===== src/rtl/apb_biu_pkg.sv =====
// apb_biu_pkg
// Shared definitions for the APB-to-BIU multi-channel bridge:
//   - state_t : bridge FSM state encoding (IDLE, ACCESS, DONE)
//   - chw_f   : width of the channel index field for a given channel count
package apb_biu_pkg;

    typedef enum logic [1:0] {
        ST_IDLE   = 2'd0,
        ST_ACCESS = 2'd1,
        ST_DONE   = 2'd2
    } state_t;

    // Channel index width: clog2(n), but never narrower than one bit so a
    // single-channel build still has a legal field.
    function automatic int chw_f(input int n);
        return (n <= 1) ? 1 : $clog2(n);
    endfunction

endpackage


===== src/rtl/apb_biu_tmo.sv =====
// apb_biu_tmo
// Wait counter for a BIU access. Cleared when an access starts, counts the
// cycles spent waiting, and flags expiry once TIMEOUT wait cycles have been
// used (expired is high during the last allowed cycle). TIMEOUT=0 builds no
// counter and the output never asserts.
// Ports:
//   clk     in  clock
//   rst     in  synchronous active-high reset
//   clr     in  restart the count at zero
//   en      in  count this cycle
//   expired out current cycle is the last allowed wait cycle
module apb_biu_tmo #(
    parameter int TIMEOUT = 16
) (
    input  logic clk,
    input  logic rst,
    input  logic clr,
    input  logic en,
    output logic expired
);

    generate
        if (TIMEOUT == 0) begin : g_off
            logic unused_inputs;
            assign unused_inputs = ^{clk, rst, clr, en};
            assign expired       = 1'b0;
        end else begin : g_on
            localparam int CW = (TIMEOUT > 1) ? $clog2(TIMEOUT) : 1;
            localparam logic [CW-1:0] LAST = CW'(TIMEOUT - 1);

            logic [CW-1:0] cnt_reg;

            // Holds at LAST so the count can never wrap back to zero.
            always_ff @(posedge clk) begin
                if (rst || clr) begin
                    cnt_reg <= '0;
                end else if (en && (cnt_reg != LAST)) begin
                    cnt_reg <= cnt_reg + 1'b1;
                end
            end

            assign expired = (cnt_reg == LAST);
        end
    endgenerate

endmodule


===== src/rtl/apb_biu_mc.sv =====
// apb_biu_mc
// APB slave that forwards each transfer to one of NCH BIU channels selected
// by an address field, waits for that channel's accept (or a timeout) and
// then completes the APB access phase.
// Ports:
//   clk, rst                 clock, synchronous active-high reset
//   apb_paddr/psel/penable/pwrite/pwdata/pstrb   APB request
//   apb_prdata               registered read data
//   apb_pready, apb_pslverr  completion and error (DONE state only)
//   biu_addr, biu_rnw, biu_wdata, biu_wstrb      latched request, shared
//   biu_enable               one-hot channel request during ACCESS
//   biu_rdata                packed per-channel read data
//   biu_accept               per-channel completion
module apb_biu_mc
    import apb_biu_pkg::*;
#(
    parameter int ADDR_WIDTH = 32,
    parameter int DATA_WIDTH = 32,
    parameter int NCH        = 4,
    parameter int CH_LSB     = 12,
    parameter int TIMEOUT    = 16
) (
    input  logic                      clk,
    input  logic                      rst,
    input  logic [ADDR_WIDTH-1:0]     apb_paddr,
    input  logic                      apb_psel,
    input  logic                      apb_penable,
    input  logic                      apb_pwrite,
    input  logic [DATA_WIDTH-1:0]     apb_pwdata,
    input  logic [DATA_WIDTH/8-1:0]   apb_pstrb,
    output logic [DATA_WIDTH-1:0]     apb_prdata,
    output logic                      apb_pready,
    output logic                      apb_pslverr,
    output logic [ADDR_WIDTH-1:0]     biu_addr,
    output logic [NCH-1:0]            biu_enable,
    output logic                      biu_rnw,
    output logic [DATA_WIDTH-1:0]     biu_wdata,
    output logic [DATA_WIDTH/8-1:0]   biu_wstrb,
    input  logic [NCH*DATA_WIDTH-1:0] biu_rdata,
    input  logic [NCH-1:0]            biu_accept
);

    localparam int CHW  = chw_f(NCH);
    localparam int SW   = DATA_WIDTH / 8;
    localparam int IDXW = ADDR_WIDTH - CH_LSB;
    localparam logic [IDXW-1:0] NCH_IDX = IDXW'(NCH);

    state_t                state_reg, state_next;
    logic [CHW-1:0]        ch_reg;
    logic                  err_reg;
    logic [ADDR_WIDTH-1:0] addr_reg;
    logic                  rnw_reg;
    logic [DATA_WIDTH-1:0] wdata_reg;
    logic [SW-1:0]         wstrb_reg;
    logic [DATA_WIDTH-1:0] prdata_reg;

    logic                  setup;
    logic                  setup_ok;
    logic [NCH-1:0]        sel_vec;
    logic                  accept_sel;
    logic [DATA_WIDTH-1:0] rdata_sel;
    logic                  tmo_clr;
    logic                  tmo_en;
    logic                  tmo_expired;

    assign setup = apb_psel && !apb_penable;

    // The whole field above CH_LSB is compared against NCH, not only the
    // CHW-bit index, so an address whose channel number lies beyond the
    // decoded field (e.g. channel 5 with 4 channels) is rejected rather
    // than aliased onto a real channel.
    assign setup_ok = (apb_paddr[ADDR_WIDTH-1:CH_LSB] < NCH_IDX);

    genvar gi;
    generate
        for (gi = 0; gi < NCH; gi++) begin : g_sel
            assign sel_vec[gi]    = (ch_reg == CHW'(gi));
            assign biu_enable[gi] = (state_reg == ST_ACCESS) && sel_vec[gi];
        end
    endgenerate

    // Only the selected channel's accept counts.
    assign accept_sel = |(biu_accept & sel_vec);

    always_comb begin
        rdata_sel = '0;
        for (int i = 0; i < NCH; i++) begin
            if (sel_vec[i]) begin
                rdata_sel = biu_rdata[i*DATA_WIDTH +: DATA_WIDTH];
            end
        end
    end

    apb_biu_tmo #(
        .TIMEOUT (TIMEOUT)
    ) u_tmo (
        .clk     (clk),
        .rst     (rst),
        .clr     (tmo_clr),
        .en      (tmo_en),
        .expired (tmo_expired)
    );

    always_comb begin
        state_next  = state_reg;
        apb_pready  = 1'b0;
        apb_pslverr = 1'b0;
        tmo_clr     = 1'b0;
        tmo_en      = 1'b0;
        case (state_reg)
            ST_IDLE: begin
                if (setup) begin
                    tmo_clr    = 1'b1;
                    state_next = setup_ok ? ST_ACCESS : ST_DONE;
                end
            end
            ST_ACCESS: begin
                // Accept is tested first so it wins over a same-cycle expiry.
                if (accept_sel) begin
                    state_next = ST_DONE;
                end else begin
                    tmo_en = 1'b1;
                    if (tmo_expired) begin
                        state_next = ST_DONE;
                    end
                end
            end
            ST_DONE: begin
                if (!apb_psel) begin
                    state_next = ST_IDLE;
                end else if (apb_penable) begin
                    apb_pready  = 1'b1;
                    apb_pslverr = err_reg;
                    state_next  = ST_IDLE;
                end
            end
            default: begin
                state_next = ST_IDLE;
            end
        endcase
    end

    always_ff @(posedge clk) begin
        if (rst) begin
            state_reg  <= ST_IDLE;
            ch_reg     <= '0;
            err_reg    <= 1'b0;
            addr_reg   <= '0;
            rnw_reg    <= 1'b1;
            wdata_reg  <= '0;
            wstrb_reg  <= '0;
            prdata_reg <= '0;
        end else begin
            state_reg <= state_next;
            case (state_reg)
                ST_IDLE: begin
                    if (setup) begin
                        addr_reg  <= apb_paddr;
                        rnw_reg   <= !apb_pwrite;
                        wdata_reg <= apb_pwdata;
                        wstrb_reg <= apb_pwrite ? apb_pstrb : '0;
                        ch_reg    <= apb_paddr[CH_LSB +: CHW];
                        err_reg   <= !setup_ok;
                        if (!setup_ok) begin
                            prdata_reg <= '0;
                        end
                    end
                end
                ST_ACCESS: begin
                    if (accept_sel) begin
                        err_reg <= 1'b0;
                        if (rnw_reg) begin
                            prdata_reg <= rdata_sel;
                        end
                    end else if (tmo_expired) begin
                        err_reg    <= 1'b1;
                        prdata_reg <= '0;
                    end
                end
                default: begin
                end
            endcase
        end
    end

    assign apb_prdata = prdata_reg;
    assign biu_addr   = addr_reg;
    assign biu_rnw    = rnw_reg;
    assign biu_wdata  = wdata_reg;
    assign biu_wstrb  = wstrb_reg;

endmodule


===== config.mk =====
export PLATFORM = sky130hd
export DESIGN_NAME = apb_biu_mc
export DESIGN_NICKNAME = d
export VERILOG_FILES = /design/src/rtl/apb_biu_pkg.sv /design/src/rtl/apb_biu_tmo.sv /design/src/rtl/apb_biu_mc.sv
export SDC_FILE = /design/constraint.sdc
export NUM_CORES = 1
export LEC_CHECK = 0
export ABC_AREA = 1
export ABC_CLOCK_PERIOD_IN_PS = 1850
export BUFFER_PORTS_ARGS = -buffer_cell sky130_fd_sc_hd__buf_2
export CAP_MARGIN = 15
export CORE_ASPECT_RATIO = 0.75
export CORE_UTILIZATION = 35
export DETAILED_ROUTE_END_ITERATION = 12
export GPL_ROUTABILITY_DRIVEN = 0
export PLACE_DENSITY = 0.71
export SYNTH_ARGS = -nofsm -noshare
export SYNTH_HDL_FRONTEND = slang
export SYNTH_SLANG_ARGS = --single-unit

===== constraint.sdc =====
create_clock -name clk -period 1.85 [get_ports clk]
set_input_delay 0 -clock clk [delete_from_list [all_inputs] [get_ports clk]]
set_output_delay 0 -clock clk [all_outputs]
set_load 0.02 [all_outputs]

==> results of run 1 <==
## layout make-up
| class | count | area (sq um) | share of cell area [%] |
|---|---|---|---|
| multi-input combinational | 582 | 2605 | 32.55 |
| timing repair buffer | 400 | 2500 | 31.24 |
| sequential | 108 | 2165 | 27.05 |
| tap | 195 | 244.0 | 3.049 |
| clock buffer | 9 | 225.2 | 2.814 |
| inverter | 41 | 153.9 | 1.923 |
| clock inverter | 7 | 110.1 | 1.376 |
## worst max-delay path by stage
stage / to / cells past startpoint / slack (ps)
detailed placement: apb_prdata[3] / 10 / 90
global placement: apb_prdata[26] / 10 / 160
finish: apb_prdata[3] / 11 / 220
CTS: apb_prdata[3] / 10 / 90
global route: apb_prdata[7] / 9 / 50
floorplan: apb_prdata[0] / 11 / 140
## kinds of logic (layout without fill, tap and decap cells)
family                   after synthesis  count (layout)
adder cells (fa/ha/maj)                1               1
AO/OA/AOI/OAI                        136             136
XOR/XNOR                               2               2
buffers and inverters                 90             457
AND/OR/NAND/NOR                      443             443
flip-flops                           108             108
## tightest hold or removal path: stages
cell and delay [ps]:
buf_2 70, o211ai_1 80, nand2_1 70, nand2_1 40
nor2_1 70
## layout by cell type (no fill, tap or decap)
master | synthesis | final
inv_12 | 0 | 1
bufinv_16 | 0 | 1
dlygate4sd3_1 | 0 | 70
o21ai_0 | 88 | 88
inv_8 | 0 | 2
xor2_1 | 2 | 2
ha_1 | 1 | 1
nand3_1 | 43 | 43
nor2_4 | 1 | 2
nor3_1 | 4 | 4
a31oi_1 | 1 | 1
inv_6 | 0 | 1
a21oi_1 | 13 | 13
buf_2 | 8 | 311
buf_12 | 0 | 8
nor2_2 | 1 | 1
o211ai_1 | 31 | 31
inv_2 | 5 | 5
clkinv_8 | 0 | 2
nor2_8 | 2 | 2
nor3b_1 | 1 | 1
dfxtp_2 | 0 | 2
nand2_1 | 155 | 155
nand2_2 | 2 | 2
dfxtp_1 | 108 | 106
or2_2 | 1 | 1
inv_1 | 36 | 36
nand4_1 | 2 | 2
nand3_4 | 2 | 2
clkbuf_16 | 0 | 9
o21ai_1 | 3 | 3
buf_4 | 4 | 11
nor2_1 | 229 | 228
## power by group through the flow
| stage | clock network (mW) | logic [mW] | registers [mW] |
|---|---|---|---|
| 6_report | 2.12 | 1.53 | 2.60 |
| 5_1_grt | 2.27 | 1.67 | 2.62 |
| 4_1_cts | 2.18 | 1.52 | 2.60 |
| 3_5_place_dp | 0 | 1.40 | 2.65 |
| 3_3_place_gp | 0 | 1.38 | 2.65 |
| 2_1_floorplan | 0 | 0.598 | 2.86 |
## per-stage QoR
step	instances	setup WS [ps]	power, mW	cell area [sq um]	util, %
after floorplan	780	144.4	3.458	5145	-
final	1342	224.4	6.250	8003	57.05
after detailed placement	1256	91.11	4.049	6964	49.65
after global placement	1256	162.7	4.031	6964	49.65
after CTS	1342	85.77	6.297	8000	57.03
after global routing	1342	45.87	6.566	8003	57.05
## routing by layer
layer	GRT usage (%)	wire length, um
met1	28.02	7781
met2	40.93	8663
met3	6.208	1332
met4	7.066	379
met5	0	0
## what timing repair did
item / 4_1_cts / 5_1_grt
hold buffers: 70 / 0
setup endpoints to repair: 0 / 18
resized for setup: 0 / 2
endpoints found under the hold margin: 70 / 0
==> results.txt, run 1 <==
Area grow syn2layout -> 55.54%
Yosys top cell area share -> 42.02%
Cell taking the most area after synthesis -> dfxtp_1
R2r startpoint -> ch_reg[0]
Share of post-route cells with drive strength above 1 -> 31.65%
Crit path DAT -> 1870 ps
Cell with the most instances after synthesis -> nor2_1
Number of global-route vias before repair -> 5937
Slew margin rel. -> 68.79%
Setup-failing EPs final -> 0
Setup bufs post-CTS -> 0
Initial antenna violation count -> 0
CP max FO -> 34
Initial Util -> 36.68%
Buffers plus inverters on the worst setup path -> 1
IO Port Bufs -> 311
Syn Area/Cell -> 6.596 sq um
DIE HEIGHT -> 107 um
Fin Clk Skew -> 14.84 ps
Hold Path Sink -> apb_prdata[31]
Residual DRC -> 0
Final hold slack -> 20.38 ps
Worst-path clk slew -> 80 ps
N_diodes -> 0
CP required -> 2100 ps
Int Pwr -> 4.263 mW
WS Path Type -> reg -> reg
Post-synthesis sequential area ratio -> 42.02%
CP max-delay cell -> dfxtp_2
Hold_sp -> biu_rdata[127]
Critical-path cell list -> nor2_8, nand2_1, nand2_2, nor2_4, nand3_4, nand3_4, nor2_8, buf_12, nand2_1, nand2_1, nor2_1
Final setup TNS -> 0 ps
CP max stage delay -> 390 ps
Part of the power in registers -> 41.6%
Final hold vios -> 0
RSZ-0062 raised after global routing -> no
Later-pin clock latency in the skew report -> 350 ps
Net Sw Frac -> 31.78%
Worst slew pin tran -> 467.4 ps
Fraction of registers with async set/reset -> 0%
Final Cycle Share -> 87.87%
Num CTS Buffers -> 9
Outcome -> finished, final reports clean
Die area -> 15190 sq um
Syn Inst Count -> 780
R2R depth -> 11
First-pass GRT wire length -> 28430 um
Rows -> 37
Hold path depth -> 5
Post-synth top cells -> nor2_1 (229), nand2_1 (155), dfxtp_1 (108)
P_sw -> 1.986 mW
Post-Synth XOR/XNOR Area -> 0.3405%
CTS tree -> done
CP delay by family, top -> simple AND/OR/NAND/NOR gates
DRT Wirelength -> 18160 um
Synth Area in Compound Gates -> 14.76%
Vias/cell -> 4.712
Adder-cell share of the synthesized area -> 0.2432%
Post-synthesis simple-gate area fraction -> 35.14%
Pre-Repair DR Iteration Count -> 7
Register bit total from synthesis -> 108
Clock root buffer -> clkbuf_16
Cell leakage power -> 4.143 nW
Total GRT Usage -> 23.43%
Largest net degree at the start of global routing -> 50
Max-Cap Viols -> 0
DR vias -> 6324
Post-synth EDFFs -> 0
Synthesized area -> 5145 sq um
Worst-case vdd ir drop -> 0.4513 mV
Drt first-iter violations -> 389
Clock power frac -> 34.0%
Worst hold path type -> in -> reg
Syn nets -> 986
Avg WL per Cell -> 13.53 um
CP startpoint -> ch_reg[0]
Power Density -> 781.0 nW/um^2
Core area -> 14030 sq um
Multiplexer share of the synthesized area -> 0%
Crit end category -> flip-flop
Fmax -> 0.6152 GHz
Die width -> 142 um
Logic pwr share -> 24.4%
Unique masters post-synth -> 27
Crit path top cell by count -> nand2_1
Dpl hpwl -> 12830 um
Final Max Tran Viols -> 0
Main synth FF type -> dfxtp_1
Nets -> 1348
Final antenna-violating net count -> 0
Final worst path period need -> 1626 ps
R2r endpoint -> apb_prdata[3]
Flop-to-flop setup slack -> 220 ps
Synth area leaders -> dfxtp_1 (42%), nor2_1 (17%), nand2_1 (11%)
# fillers -> 1347
IO Count -> 312
Bufs on Longest Clock Path -> 2
CTS sink count -> 108
CP startpoint kind -> flip-flop
Syn. warnings -> 0
H-Tree Depth -> 3
Largest family of logic cells by synthesized area -> simple AND/OR/NAND/NOR gates
Grt ovf -> 0
(Power assumes the default switching activity.)
==> run 2: changes to the inputs <==
==> constraint.sdc (replaced) <==
create_clock -name clk -period 1.85 [get_ports clk]
set_input_delay 0.2775 -clock clk [delete_from_list [all_inputs] [get_ports clk]]
set_output_delay 0.2775 -clock clk [all_outputs]
set_load 0.02 [all_outputs]
==> run 2 against run 1 <==
Effect of this change: die area unchanged; fmax down 6.4%; power down 2.0%; non-clock buffer count down 56; utilization down 3.8 points; count of clock-buffer cells in the layout unchanged; routed wire length down 3.3%; first-iteration DRC count down 34%; via count down 3.5%; final area down 6.6%; global-route usage down 0.74 points; largest power group unchanged.
==> results.txt, run 2 (synthesis gave the netlist of run 1 again) <==
Pre-Repair DR Iteration Count -> 5 (was 7)
DIE HEIGHT -> 107 um (unchanged)
CP delay by family, top -> buffers and inverters (was simple AND/OR/NAND/NOR gates)
Later-pin clock latency in the skew report -> 340 ps (was 350 ps)
CP startpoint kind -> flip-flop (unchanged)
Dpl hpwl -> 12880 um (was 12830 um)
CP startpoint -> biu_addr[13] (was ch_reg[0])
Clock root buffer -> clkbuf_16 (unchanged)
CP max-delay cell -> dfxtp_1 (was dfxtp_2)
IO Count -> 312 (unchanged)
Fin Clk Skew -> 7.840 ps (was 14.84 ps)
Total GRT Usage -> 22.69% (was 23.43%)
Power Density -> 819.0 nW/um^2 (was 781.0 nW/um^2)
CP max stage delay -> 410 ps (was 390 ps)
CTS tree -> done (unchanged)
CTS sink count -> 108 (unchanged)
Max-Cap Viols -> 0 (unchanged)
Final setup TNS -> 0 ps (unchanged)
Initial Util -> 36.68% (unchanged)
Worst slew pin tran -> 356.9 ps (was 467.4 ps)
Register area -> 2163 sq um (was 2165 sq um)
Final antenna-violating net count -> 0 (unchanged)
Outcome -> finished, final reports clean (unchanged)
Crit end category -> output port (was flip-flop)
Core area -> 14030 sq um (unchanged)
R2r startpoint -> biu_addr[13] (was ch_reg[0])
DR vias -> 6102 (was 6324)
Vias/cell -> 4.734 (was 4.712)
Final worst path period need -> 1737 ps (was 1626 ps)
Design Power -> 6.122 mW (was 6.250 mW)
Post-Layout Cell Count -> 1289 (was 1342)
Residual DRC -> 0 (unchanged)
Critical-path cell list -> buf_12, nor2_8, buf_12, inv_1, buf_12, nor2_2, buf_4 (was nor2_8, nand2_1, nand2_2, nor2_4, nand3_4, nand3_4, nor2_8, buf_12, nand2_1, nand2_1, nor2_1)
Rows -> 37 (unchanged)
Area of the multi-input gates -> 2644 sq um (was 2605 sq um)
Largest net degree at the start of global routing -> 53 (was 50)
Share of post-route cells with drive strength above 1 -> 34.83% (was 31.65%)
Most frequent cells in the layout -> buf_2 (310), nor2_1 (227), nand2_1 (154), dfxtp_1 (107), o21ai_0 (88) (was buf_2 (311), nor2_1 (228), nand2_1 (155), dfxtp_1 (106), o21ai_0 (88))
Crit path top cell by count -> buf_12 (was nand2_1)
First-pass GRT wire length -> 27420 um (was 28430 um)
Die width -> 142 um (unchanged)
Fmax -> 0.5756 GHz (was 0.6152 GHz)
CP max FO -> 16 (was 34)
Die area -> 15190 sq um (unchanged)
Avg WL per Cell -> 13.63 um (was 13.53 um)
Final hold slack -> 138.1 ps (was 20.38 ps)
Buffers plus inverters on the worst setup path -> 5 (was 1)
IO Port Bufs -> 311 (unchanged)
Grt ovf -> 0 (unchanged)
Setup-failing EPs final -> 0 (unchanged)
# fillers -> 1428 (was 1347)
Hold_sp -> rst (was biu_rdata[127])
Slew margin rel. -> 76.17% (was 68.79%)
Bufs on Longest Clock Path -> 2 (unchanged)
Number of global-route vias before repair -> 5711 (was 5937)
Worst-case vdd ir drop -> 0.5717 mV (was 0.4513 mV)
Cell leakage power -> 3.935 nW (was 4.143 nW)
Final Max Tran Viols -> 0 (unchanged)
Nets -> 1295 (was 1348)
RSZ-0062 raised after global routing -> no (unchanged)
WS Path Type -> reg -> out (was reg -> reg)
Hold Buf Count CTS -> 0 (was 70)
Initial antenna violation count -> 0 (unchanged)
Drt first-iter violations -> 258 (was 389)
Worst hold path type -> in -> reg (unchanged)
Crit path DAT -> 1460 ps (was 1870 ps)
Num CTS Buffers -> 9 (unchanged)
Core Util, Final -> 53.29% (was 57.05%)
Final hold vios -> 0 (unchanged)
DRT Wirelength -> 17570 um (was 18160 um)
Most common cell after layout, fill and taps aside -> buf_2 (unchanged)
H-Tree Depth -> 3 (unchanged)
Area grow syn2layout -> 45.28% (was 55.54%)
N_diodes -> 0 (unchanged)
Cell count after placement -> 1262 (was 1256)
Worst-path clk slew -> 70 ps (was 80 ps)
Final Cycle Share -> 93.90% (was 87.87%)
CP required -> 1570 ps (was 2100 ps)
==> run 2: changes by cell type in the layout (fill, tap and decap cells not counted), moves of 2 or more <==
cell	previous run	this run
buf_4	11	22
buf_12	8	12
nor2_4	2	5
inv_6	1	3
dlygate4sd3_1	70	0
clkinv_8	2	0
==> run 2: report_power, final <==
group | internal [mW] | switching, mW | total (mW)
sequential | 2.51 | 0.0882 | 2.59
combinational | 0.601 | 0.894 | 1.50
clock | 1.09 | 0.945 | 2.03
==> run 2: path summary, 6_finish.rpt <==
path              endpoint  slack (ps)  cells past startpoint
max          biu_enable[0]         110                      7
min           state_reg[0]         140                      2
max reg2reg  apb_prdata[4]         190                     10
min reg2reg   biu_wstrb[2]         460                      2
==> run 2: per-layer routing <==
| metal | GRT usage [%] | up-vias | wire length [um] |
|---|---|---|---|
| li1 | - | 3111 | - |
| met1 | 26.55 | 2724 | 7546 |
| met2 | 39.95 | 240 | 8232 |
| met3 | 7.191 | 27 | 1501 |
| met4 | 5.760 | 0 | 284 |
| met5 | 0 | - | 0 |
==> run 2: metrics by stage <==
step | area, sq um | worst slack (ps)
2_1_floorplan | 5145 | 78.66
3_3_place_gp | 6997 | -73.23
3_5_place_dp | 6997 | -136.0
4_1_cts | 7348 | -18.51
5_1_grt | 7475 | 14.00
6_report | 7475 | 112.8
==> run 2: cell type report <==
type / instances / share of cell area [%]
Clock buffer: 9 / 3.013
Clock inverter: 7 / 1.172
Inverter: 41 / 2.059
Multi-Input combinational cell: 585 / 35.37
Sequential cell: 108 / 28.94
Tap cell: 195 / 3.264
Timing Repair Buffer: 344 / 26.18
==> run 2: what timing repair did <==
item	CTS	global route
buffers inserted	0	8
pin swaps	1	4
setup endpoints to repair	33	33
cloned	2	1
resized for setup	6	2
==> run 3: changes to the inputs <==
--- a/config.mk
+++ b/config.mk
@@ -6,14 +6,14 @@
 export NUM_CORES = 1
 export LEC_CHECK = 0
 export ABC_AREA = 1
-export ABC_CLOCK_PERIOD_IN_PS = 1850
+export ABC_CLOCK_PERIOD_IN_PS = 1400
 export BUFFER_PORTS_ARGS = -buffer_cell sky130_fd_sc_hd__buf_2
 export CAP_MARGIN = 15
 export CORE_ASPECT_RATIO = 0.75
 export CORE_UTILIZATION = 35
 export DETAILED_ROUTE_END_ITERATION = 12
 export GPL_ROUTABILITY_DRIVEN = 0
-export PLACE_DENSITY = 0.71
+export PLACE_DENSITY = 0.74
 export SYNTH_ARGS = -nofsm -noshare
 export SYNTH_HDL_FRONTEND = slang
 export SYNTH_SLANG_ARGS = --single-unit
==> constraint.sdc (replaced) <==
create_clock -name clk -period 1.4 [get_ports clk]
set_input_delay 0.21 -clock clk [delete_from_list [all_inputs] [get_ports clk]]
set_output_delay 0.21 -clock clk [all_outputs]
set_load 0.02 [all_outputs]
==> run 3 against run 2 <==
Effect of this change: the flow now finishes with violations (negative setup slack); flip-flop and latch count stayed put; clock skew increased by 3.9 ps; utilization up 10 points; combinational power grew 70%; routed wire length up 20%; sequential share of layout area decreased by 4.6 points; via count up 9.1%; register-to-register slack got worse by 410 ps; power is 41% higher; die area unchanged; sequential power up 34%; first-iteration DRC count increased by 53%; critical endpoint is now apb_prdata[24]; largest cell class unchanged; largest power group unchanged.
==> results.txt, run 3 (synthesis gave the netlist of run 1 again) <==
RSZ-0062 raised after global routing -> yes (was no)
Crit end category -> flip-flop (was output port)
Avg WL per Cell -> 15.52 um (was 13.63 um)
Final Cycle Share -> 115.4%
Fin Clk Skew -> 11.69 ps (was 7.840 ps)
Worst slew pin tran -> 400.0 ps (was 356.9 ps)
CTS sink count -> 108 (unchanged)
DR vias -> 6656 (was 6102)
CP required -> 1690 ps (was 1570 ps)
Num CTS Buffers -> 9 (unchanged)
R2R depth -> 11 (was 10)
Power Density -> 966.8 nW/um^2 (was 819.0 nW/um^2)
DRT Wirelength -> 21120 um (was 17570 um)
Net Sw Frac -> 33.50% (was 31.47%)
Drt first-iter violations -> 396 (was 258)
Most frequent cells in the layout -> buf_2 (304), nor2_1 (208), nand2_1 (138), dfxtp_1 (104), o21ai_2 (59) (was buf_2 (310), nor2_1 (227), nand2_1 (154), dfxtp_1 (107), o21ai_0 (88))
Post-Layout Cell Count -> 1361 (was 1289)
Flop-to-flop setup slack -> -220 ps (was 190 ps)
# fillers -> 1191 (was 1428)
Final hold slack -> 54.53 ps (was 138.1 ps)
Largest net degree at the start of global routing -> 58 (was 53)
Total GRT Usage -> 24.90% (was 22.69%)
Setup-failing EPs final -> 109 (was 0)
Final worst path period need -> 1616 ps
Clock power frac -> 30.2% (was 33.2%)
Clock root buffer -> clkbuf_16 (unchanged)
Int Pwr -> 5.745 mW (was 4.195 mW)
Slew margin rel. -> 73.34% (was 76.17%)
Grt ovf -> 0 (unchanged)
Pre-Repair DR Iteration Count -> 6 (was 5)
Initial antenna violation count -> 1 (was 0)
Hold_sp -> apb_pwdata[17] (was rst)
P_sw -> 2.893 mW (was 1.927 mW)
CTS tree -> done (unchanged)
Share of post-route cells with drive strength above 1 -> 48.50% (was 34.83%)
Worst-case vdd ir drop -> 0.6199 mV (was 0.5717 mV)
Nets -> 1366 (was 1295)
Hold Buf Count CTS -> 0 (unchanged)
Crit path DAT -> 1900 ps (was 1460 ps)
Final hold vios -> 0 (unchanged)
First-pass GRT wire length -> 29900 um (was 27420 um)
Core area -> 14030 sq um (unchanged)
Logic pwr share -> 29.5% (was 24.4%)
DIE HEIGHT -> 107 um (unchanged)
Part of the power in registers -> 40.3% (was 42.4%)
Die area -> 15190 sq um (unchanged)
Die width -> 142 um (unchanged)
Initial Util -> 36.68% (unchanged)
Hold path depth -> 3 (was 2)
Design Power -> 8.638 mW (was 6.122 mW)
Max-Cap Viols -> 0 (unchanged)
Most common cell after layout, fill and taps aside -> buf_2 (unchanged)
CP startpoint kind -> flip-flop (unchanged)
Dpl hpwl -> 13520 um (was 12880 um)
WS Path Type -> reg -> reg (was reg -> out)
Final antenna-violating net count -> 0 (unchanged)
Fin worst setup slack -> -216.2 ps (was 112.8 ps)
Vias/cell -> 4.891 (was 4.734)
Area grow syn2layout -> 73.66% (was 45.28%)
R2r startpoint -> ch_reg[0] (was biu_addr[13])
Cell leakage power -> 4.434 nW (was 3.935 nW)
R2r endpoint -> apb_prdata[24] (was apb_prdata[4])
Cell count after placement -> 1292 (was 1262)
Worst hold path type -> in -> reg (unchanged)
Number of global-route vias before repair -> 6145 (was 5711)
Later-pin clock latency in the skew report -> 360 ps (was 340 ps)
Worst-path clk slew -> 80 ps (was 70 ps)
Final Max Tran Viols -> 0 (unchanged)
Outcome -> complete, but fails checks (was finished, final reports clean)
Rows -> 37 (unchanged)
Bufs on Longest Clock Path -> 2 (unchanged)
Failing checks -> negative setup slack
CP max FO -> 17 (was 16)
Hold Path Sink -> biu_wdata[17] (was state_reg[0])
H-Tree Depth -> 3 (unchanged)
Residual DRC -> 0 (unchanged)
IO Port Bufs -> 311 (unchanged)
Fmax -> 0.6188 GHz
IO Count -> 312 (unchanged)
[run 3: cell types whose count changed in the layout (fill, tap and decap cells not counted), moves of 9 or more]
cell       previous run  this run
nand2_2               3        14
nor2_4                5        14
nor2_2                2        12
nand2_1             154       138
buf_4                22        46
buf_6                 0        29
o21ai_0              88        21
clkbuf_16             9        20
o21ai_2               0        59
buf_8                 0         9
nor2_1              227       208
[run 3: worst max path at each step]
stage | slack (ps) | startpoint | cells past startpoint | end
floorplan | -170 | ch_reg[0] | 12 | apb_prdata[0]
global placement | -420 | biu_addr[13] | 9 | apb_prdata[15]
detailed placement | -480 | biu_addr[13] | 9 | apb_prdata[31]
CTS | -170 | ch_reg[0] | 6 | biu_enable[0]
global route | -320 | ch_reg[0] | 11 | apb_prdata[24]
finish | -220 | ch_reg[0] | 11 | apb_prdata[24]
[run 3: critical path, cell delays in order (launching register included)]
cell and delay [ps]:
dfxtp_4 410, nor2_8 140, nand2_2 70, nand2_4 80, nor2_4 40, buf_6 110
nor2_4 140, buf_12 160, o211ai_1 140, nand2_1 100, nand2_1 60, nor2_1 100
[run 3: timing repair]
item                                    4_1_cts  5_1_grt
cloned                                        4       17
gates resized for setup                      73      204
pin swaps                                    16       66
buffers inserted                             24        8
endpoints found under the setup margin      108      113
[run 3: area by class of cell]
| type | instances | area (sq um) | area share (%) |
|---|---|---|---|
| clock inverter | 7 | 77.57 | 0.8682 |
| tap | 195 | 244.0 | 2.731 |
| timing repair inverter | 1 | 6.256 | 0.07002 |
| timing repair buffer | 414 | 2924 | 32.73 |
| antenna | 1 | 2.502 | 0.02801 |
| inverter | 41 | 168.9 | 1.890 |
| sequential | 108 | 2175 | 24.34 |
| multi-input combinational | 585 | 3112 | 34.83 |
| clock buffer | 9 | 225.2 | 2.521 |
[run 3: stage by stage]
stage / setup TNS, ps / util (%) / instance area, sq um / setup slack [ps]
global placement: -15720 / 51.62 / 7241 / -422.7
detailed placement: -17680 / 51.62 / 7241 / -480.4
floorplan: -5383 / - / 5186 / -170.1
finish: -8697 / 63.70 / 8935 / -216.2
CTS: -4814 / 57.56 / 8074 / -172.6
global route: -16700 / 63.70 / 8935 / -322.3
[run 3: power groups by stage]
stage | Combinational [mW] | Sequential (mW) | Clock, mW
4_1_cts | 2.15 | 3.44 | 2.66
5_1_grt | 2.76 | 3.51 | 2.80
3_3_place_gp | 1.88 | 3.49 | 0
6_report | 2.55 | 3.48 | 2.61
2_1_floorplan | 0.802 | 3.78 | 0
3_5_place_dp | 1.90 | 3.50 | 0
[run 3: layer usage]
layer	GRT usage [%]	share of wire, %
met2	44.50	50
met5	0	0
met3	7.280	8.2
met4	8.372	2.2
met1	28.25	39
